`config.mk`:
```
export PLATFORM = sky130hd
export DESIGN_NAME = shifter_pipe_flat
export DESIGN_NICKNAME = d
export VERILOG_FILES = /design/src/rtl/shifter_pipe_if.sv /design/src/rtl/shifter_pipe.sv /design/src/flat_wrapper.sv
export SDC_FILE = /design/constraint.sdc
export NUM_CORES = 1
export LEC_CHECK = 0
export ABC_AREA = 1
export CORE_UTILIZATION = 25
export DETAILED_ROUTE_END_ITERATION = 8
export PLACE_DENSITY_LB_ADDON = 0.1
export SLEW_MARGIN = 10
export SYNTH_ARGS = -nofsm -noshare
export SYNTH_HDL_FRONTEND = slang
export SYNTH_SLANG_ARGS = --single-unit
```
`constraint.sdc`:
```
create_clock -name clock -period 1.7 [get_ports clock]
set_input_delay 0.255 -clock clock [delete_from_list [all_inputs] [get_ports clock]]
set_output_delay 0.255 -clock clock [all_outputs]
set_load 0.02 [all_outputs]
```
`src/rtl/shifter_pipe_if.sv`:
```
// Valid/ready operand and result bus for the pipelined barrel shifter.
// The shifter takes the slave view; the environment takes the master view.
interface shifter_pipe_if #(
    parameter int unsigned WIDTH = 32,
    parameter int unsigned TAG_W = 5
);
    localparam int unsigned S = $clog2(WIDTH);

    logic             in_valid;
    logic             in_ready;
    logic [WIDTH-1:0] in_data;
    logic [S-1:0]     in_shamt;
    logic [1:0]       in_op;
    logic [TAG_W-1:0] in_tag;
    logic             out_valid;
    logic             out_ready;
    logic [WIDTH-1:0] out_data;
    logic [TAG_W-1:0] out_tag;

    modport slave (
        input  in_valid, in_data, in_shamt, in_op, in_tag, out_ready,
        output in_ready, out_valid, out_data, out_tag
    );

    modport master (
        output in_valid, in_data, in_shamt, in_op, in_tag, out_ready,
        input  in_ready, out_valid, out_data, out_tag
    );
endinterface

```
`src/rtl/shifter_pipe.sv`:
```
// Pipelined barrel shifter (SLL/SRL/SRA/ROL) with valid/ready on both sides and a
// sideband tag; REG_EVERY mux levels sit between consecutive pipeline registers.
module shifter_pipe #(
    parameter int unsigned WIDTH     = 32,
    parameter int unsigned REG_EVERY = 1,
    parameter int unsigned TAG_W     = 5
) (
    input  logic          clock,
    input  logic          reset,
    shifter_pipe_if.slave bus
);
    localparam int unsigned S   = $clog2(WIDTH);
    localparam int unsigned NST = (S + REG_EVERY - 1) / REG_EVERY;

    localparam logic [1:0] OP_SLL = 2'b00;
    localparam logic [1:0] OP_SRL = 2'b01;
    localparam logic [1:0] OP_SRA = 2'b10;

    // Index 0 is the input port; index s+1 is the register bank of stage s.
    logic             w_adv;
    logic             w_vld   [0:NST];
    logic [WIDTH-1:0] w_data  [0:NST];
    logic [TAG_W-1:0] w_tag   [0:NST];
    logic [1:0]       w_op    [0:NST-1];
    logic             w_sgn   [0:NST-1];
    logic [S-1:0]     w_shamt [0:NST-1];

    // One mux level: shift by a fixed power of two in the selected mode.
    function automatic logic [WIDTH-1:0] f_level(
        input logic [WIDTH-1:0] d,
        input logic [1:0]       op,
        input logic             sgn,
        input int unsigned      amt
    );
        logic [WIDTH-1:0] r;
        r = d;
        case (op)
            OP_SLL:  r = d << amt;
            OP_SRL:  r = d >> amt;
            OP_SRA:  r = (d >> amt) | (sgn ? ~({WIDTH{1'b1}} >> amt) : '0);
            default: r = (d << amt) | (d >> (WIDTH - amt));
        endcase
        return r;
    endfunction

    // The whole pipe advances together; a stalled output freezes every stage.
    assign w_adv        = !w_vld[NST] || bus.out_ready;
    assign bus.in_ready = w_adv;

    assign w_vld[0]   = bus.in_valid;
    assign w_data[0]  = bus.in_data;
    assign w_tag[0]   = bus.in_tag;
    assign w_op[0]    = bus.in_op;
    assign w_sgn[0]   = bus.in_data[WIDTH-1];
    assign w_shamt[0] = bus.in_shamt;

    assign bus.out_valid = w_vld[NST];
    assign bus.out_data  = w_data[NST];
    assign bus.out_tag   = w_tag[NST];

    for (genvar s = 0; s < NST; s++) begin : g_stage
        localparam int unsigned LO = s * REG_EVERY;
        localparam int unsigned HI = ((s + 1) * REG_EVERY < S) ? (s + 1) * REG_EVERY : S;

        logic [WIDTH-1:0] w_mux;
        logic [S-1:0]     w_bits;
        logic             r_vld;
        logic [WIDTH-1:0] r_data;
        logic [TAG_W-1:0] r_tag;

        // Mux levels LO..HI-1, each consuming one shamt bit.
        always_comb begin
            w_mux  = w_data[s];
            w_bits = w_shamt[s] >> LO;
            for (int unsigned k = LO; k < HI; k++) begin
                if (w_bits[0]) begin
                    w_mux = f_level(w_mux, w_op[s], w_sgn[s], 32'd1 << k);
                end
                w_bits = w_bits >> 1;
            end
        end

        always_ff @(posedge clock) begin
            if (reset) begin
                r_vld  <= 1'b0;
                r_data <= '0;
                r_tag  <= '0;
            end else if (w_adv) begin
                r_vld  <= w_vld[s];
                r_data <= w_mux;
                r_tag  <= w_tag[s];
            end
        end

        assign w_vld[s+1]  = r_vld;
        assign w_data[s+1] = r_data;
        assign w_tag[s+1]  = r_tag;

        // Control sideband only travels as far as the last mux level needs it.
        if (s < NST - 1) begin : g_ctl
            logic [1:0]   r_op;
            logic         r_sgn;
            logic [S-1:0] r_shamt;

            always_ff @(posedge clock) begin
                if (reset) begin
                    r_op    <= '0;
                    r_sgn   <= 1'b0;
                    r_shamt <= '0;
                end else if (w_adv) begin
                    r_op    <= w_op[s];
                    r_sgn   <= w_sgn[s];
                    r_shamt <= w_shamt[s];
                end
            end

            assign w_op[s+1]    = r_op;
            assign w_sgn[s+1]   = r_sgn;
            assign w_shamt[s+1] = r_shamt;
        end
    end
endmodule

```
`src/flat_wrapper.sv`:
```
// flat-port wrapper written by rule: the top's interface ports become plain ports
module shifter_pipe_flat 
#(
    parameter int unsigned WIDTH     = 32,
    parameter int unsigned REG_EVERY = 1,
    parameter int unsigned TAG_W     = 5
)
  (clock, reset, bus_in_valid, bus_in_data, bus_in_shamt, bus_in_op, bus_in_tag, bus_out_ready, bus_in_ready, bus_out_valid, bus_out_data, bus_out_tag);
  shifter_pipe_if #(.WIDTH(WIDTH), .TAG_W(TAG_W)) bus_i ();
  input  logic clock;
  input  logic reset;
  input wire logic [$bits(bus_i.in_valid)-1:0] bus_in_valid;
  input wire logic [$bits(bus_i.in_data)-1:0] bus_in_data;
  input wire logic [$bits(bus_i.in_shamt)-1:0] bus_in_shamt;
  input wire logic [$bits(bus_i.in_op)-1:0] bus_in_op;
  input wire logic [$bits(bus_i.in_tag)-1:0] bus_in_tag;
  input wire logic [$bits(bus_i.out_ready)-1:0] bus_out_ready;
  output wire logic [$bits(bus_i.in_ready)-1:0] bus_in_ready;
  output wire logic [$bits(bus_i.out_valid)-1:0] bus_out_valid;
  output wire logic [$bits(bus_i.out_data)-1:0] bus_out_data;
  output wire logic [$bits(bus_i.out_tag)-1:0] bus_out_tag;
  assign bus_i.in_valid = bus_in_valid;
  assign bus_i.in_data = bus_in_data;
  assign bus_i.in_shamt = bus_in_shamt;
  assign bus_i.in_op = bus_in_op;
  assign bus_i.in_tag = bus_in_tag;
  assign bus_i.out_ready = bus_out_ready;
  assign bus_in_ready = bus_i.in_ready;
  assign bus_out_valid = bus_i.out_valid;
  assign bus_out_data = bus_i.out_data;
  assign bus_out_tag = bus_i.out_tag;
  shifter_pipe #(.WIDTH(WIDTH), .REG_EVERY(REG_EVERY), .TAG_W(TAG_W)) u_core (.clock(clock), .reset(reset), .bus(bus_i));
endmodule
```
==> impl_metrics.env <==
export IMPL_p_clk_share_pct=42.5
export IMPL_grt_util_all_layers_pct=15.84
export IMPL_drc=0
export IMPL_clkTransAtPathRegs_ns=0.06
export IMPL_dr_total_vias=10880
export IMPL_drive_gt1_share_pct=7.026
export IMPL_cts_tree="yes"
export IMPL_worstMarginPinSlew_ns=0.6005
export IMPL_sw_frac_of_total_pct=28.45
export IMPL_ctsLongestPathBuffers=3
export IMPL_io_buffers=86
export IMPL_ir_drop_mv=0.5935
export IMPL_final_nets=1811
export IMPL_fp_row_count=76
export IMPL_seq_power_share_pct=43.3
export IMPL_min_path_type="in -> reg"
export IMPL_instances_no_fill=2364
export IMPL_path_cells="inv_1, nor2_4, inv_8, buf_4"
export IMPL_wl_mm=35.03
export IMPL_synth_compound_area_share_pct=23.06
export IMPL_clk_latency_ns=0.56
export IMPL_worst_slew_margin_rel_pct=59.82
export IMPL_synth_seq_cells=212
export IMPL_io_pins=87
export IMPL_maxCapViolations=0
export IMPL_synth_fa_ha_area_share_pct=0
export IMPL_fin_total_pwr_uw=12750
export IMPL_synth_area_per_cell_um2=6.395
export IMPL_outcome="completed"
export IMPL_max_freq_mhz=625.3
export IMPL_dieArea_um2=44840
export IMPL_slowest_stage="dfxtp_1"
export IMPL_synth_simple_area_share_pct=23.94
export IMPL_start_kind="flop"
export IMPL_synth_top_family_by_area="simple AND/OR/NAND/NOR gates"
export IMPL_yosysSeqAreaShare_pct=38.58
export IMPL_n_fill_cell=4855
export IMPL_ys_types=22
export IMPL_cts_buffers=27
export IMPL_die_h_um=211.8
export IMPL_antennaDiodeCount=0
export IMPL_pwr_share_comb_pct=14.2
export IMPL_cts_sinks=212
export IMPL_start_util_pct=25.42
export IMPL_ant_nets=0
export IMPL_p_per_area_nw_per_um2=947.3
export IMPL_gp_congestion=0.7708
export IMPL_final_common_cell="o21ai_0"
export IMPL_dp_cells=2317
export IMPL_root_buffer="clkbuf_16"
export IMPL_dpl_hpwl_mm=24.11
export IMPL_grt_ovfl_total=0
export IMPL_setup_viol=0
export IMPL_syn2layout_area_growth_pct=22.35
export IMPL_cp_max_fo=4
export IMPL_hold_start="bus_in_shamt[0]"
export IMPL_crit_type="reg -> out"
export IMPL_setup_ws_ns=0.1008
export IMPL_synth_cells=1720
export IMPL_synthXorXnorAreaFrac_pct=0
export IMPL_setup_worst_path_start="u_core.bus.out_valid$_SDFFE_PP0P_"
export IMPL_crit_arrival_ns=1.34
export IMPL_wire_per_inst_um=14.82
export IMPL_drtPass1Iterations=5
export IMPL_synth_nets=1768
export IMPL_r2r_start="u_core.bus.out_valid$_SDFFE_PP0P_"
export IMPL_grt_pass1_vias=10470
export IMPL_skew_ns=0.01500
export IMPL_p_leak_uw=0.005823
export IMPL_place_worst_setup_slack_ns=-0.01515
export IMPL_final_cell_mix="302 x o21ai_0, 298 x nand2_1, 260 x inv_1"
export IMPL_seq_area_um2=4244
export IMPL_core_area_um2=43270
export IMPL_hold_viol=0
export IMPL_synth_area_um2=11000
export IMPL_internal_power_uw=9122
export IMPL_end_kind="primary output"
export IMPL_period_share_pct=94.07
export IMPL_grt_first_pass_wirelength_mm=57.71
export IMPL_multi_input_area_um2=5170
export IMPL_h_tree_depth=1
export IMPL_die_w_um=211.8
export IMPL_fin_hold_ws_ns=0.08068
export IMPL_cp_required_ns=1.44
export IMPL_fin_util_pct=31.10
export IMPL_rsz0062_at_grt="false"
export IMPL_grt_max_degree=77
export IMPL_p_sw_uw=3627
export IMPL_synthMuxAreaShare_pct=0
export IMPL_report_final_slew_viol_count=0
export IMPL_antenna_found_initial=0
export IMPL_yosys_warnings=0
export IMPL_routed_via_density=4.602
export IMPL_dr_first_iter_drc_count=645
export IMPL_slowest_delay_ns=0.33
export IMPL_post_route_min_period_ns=1.599
metal layers:
metal | global-route usage (%) | routed length [µm]
met1 | 21.92 | 17440
met2 | 26.10 | 15740
met3 | 2.151 | 1259
met4 | 3.273 | 595
met5 | 0 | 0
power groups by stage:
| stage | combinational [µW] | sequential, µW | clock (µW) |
|---|---|---|---|
| 5_1_grt | 2090 | 5560 | 5800 |
| 3_3_place_gp | 1850 | 5630 | 0 |
| 6_report | 1820 | 5520 | 5410 |
| 3_5_place_dp | 1850 | 5630 | 0 |
| 2_1_floorplan | 1190 | 5560 | 0 |
| 4_1_cts | 1840 | 5520 | 5610 |
stage by stage:
stage | cell area, µm² | setup TNS [ns]
floorplan | 11000 | 0
global placement | 12670 | 0
finish | 13460 | 0
CTS | 13440 | 0
global route | 13460 | 0
detailed placement | 12670 | -0.01515
worst max-delay path: cells and delay by family, from the launching register on:
family | cells | cell delay, ns
flops | 1 | 0.33
buf+inv | 3 | 0.27
simple gates | 1 | 0.18
final timing paths:
| path | to | slack [ns] | depth (start not counted) |
|---|---|---|---|
| worst min-delay path | u_core.g_stage[0].r_data[28]$_SDFFE_PP0P_ | 0.08 | 3 |
| worst min register to register | u_core.bus.out_valid$_SDFFE_PP0P_ | 0.47 | 2 |
| worst max register to register | u_core.g_stage[0].r_data[15]$_SDFFE_PP0P_ | 0.23 | 8 |
| worst max-delay path | bus_in_ready | 0.10 | 4 |
what timing repair did:
item | in CTS | in global routing
gates resized for setup | 38 | 0
pin swaps | 0 | 1
gates cloned | 0 | 0
hold buffers | 0 | 0
endpoints found under the setup margin | 38 | 1
setup buffers | 0 | 2
flip-flops by register name, indices dropped and copies added (netlist names):
signal                        count
u_core.g_stage.r_tag             20
u_core.bus.out_valid              1
u_core.g_stage.r_vld              4
u_core.g_stage.g_ctl.r_shamt     10
u_core.g_stage.r_data           128
u_core.g_stage.g_ctl.r_op         8
u_core.g_stage.g_ctl.r_sgn        4
u_core.bus.out_tag                5
u_core.bus.out_data              32
area by class of cell:
cell class / count / area share (%)
clock inverter: 6 / 0.3347
clock buffer: 39 / 5.727
multi-input combinational: 1113 / 38.42
tap: 585 / 5.439
timing repair buffer: 144 / 11.08
inverter: 265 / 7.466
sequential: 212 / 31.54
synthesized netlist by cell type (all sizes together):
| cell | number | area [µm²] |
|---|---|---|
| or2 | 16 | 100.1 |
| nand2 | 302 | 1144 |
| inv | 264 | 993.5 |
| o21bai | 1 | 7.510 |
| o21ai | 325 | 1627 |
| clkbuf | 78 | 292.8 |
| a31oi | 16 | 100.1 |
| dfxtp | 212 | 4244 |
| nand3 | 214 | 1071 |
| a21oi | 158 | 802.0 |
| nor2 | 81 | 319.0 |
| clkinv | 1 | 3.750 |
| buf | 52 | 295.3 |
cells by family (layout without fill, tap and decap cells):
logic type	after synthesis	count (layout)
simple gates	613	613
compound gates	500	500
buf+inv	395	454
flops	212	212
(Power assumes the default switching activity.)
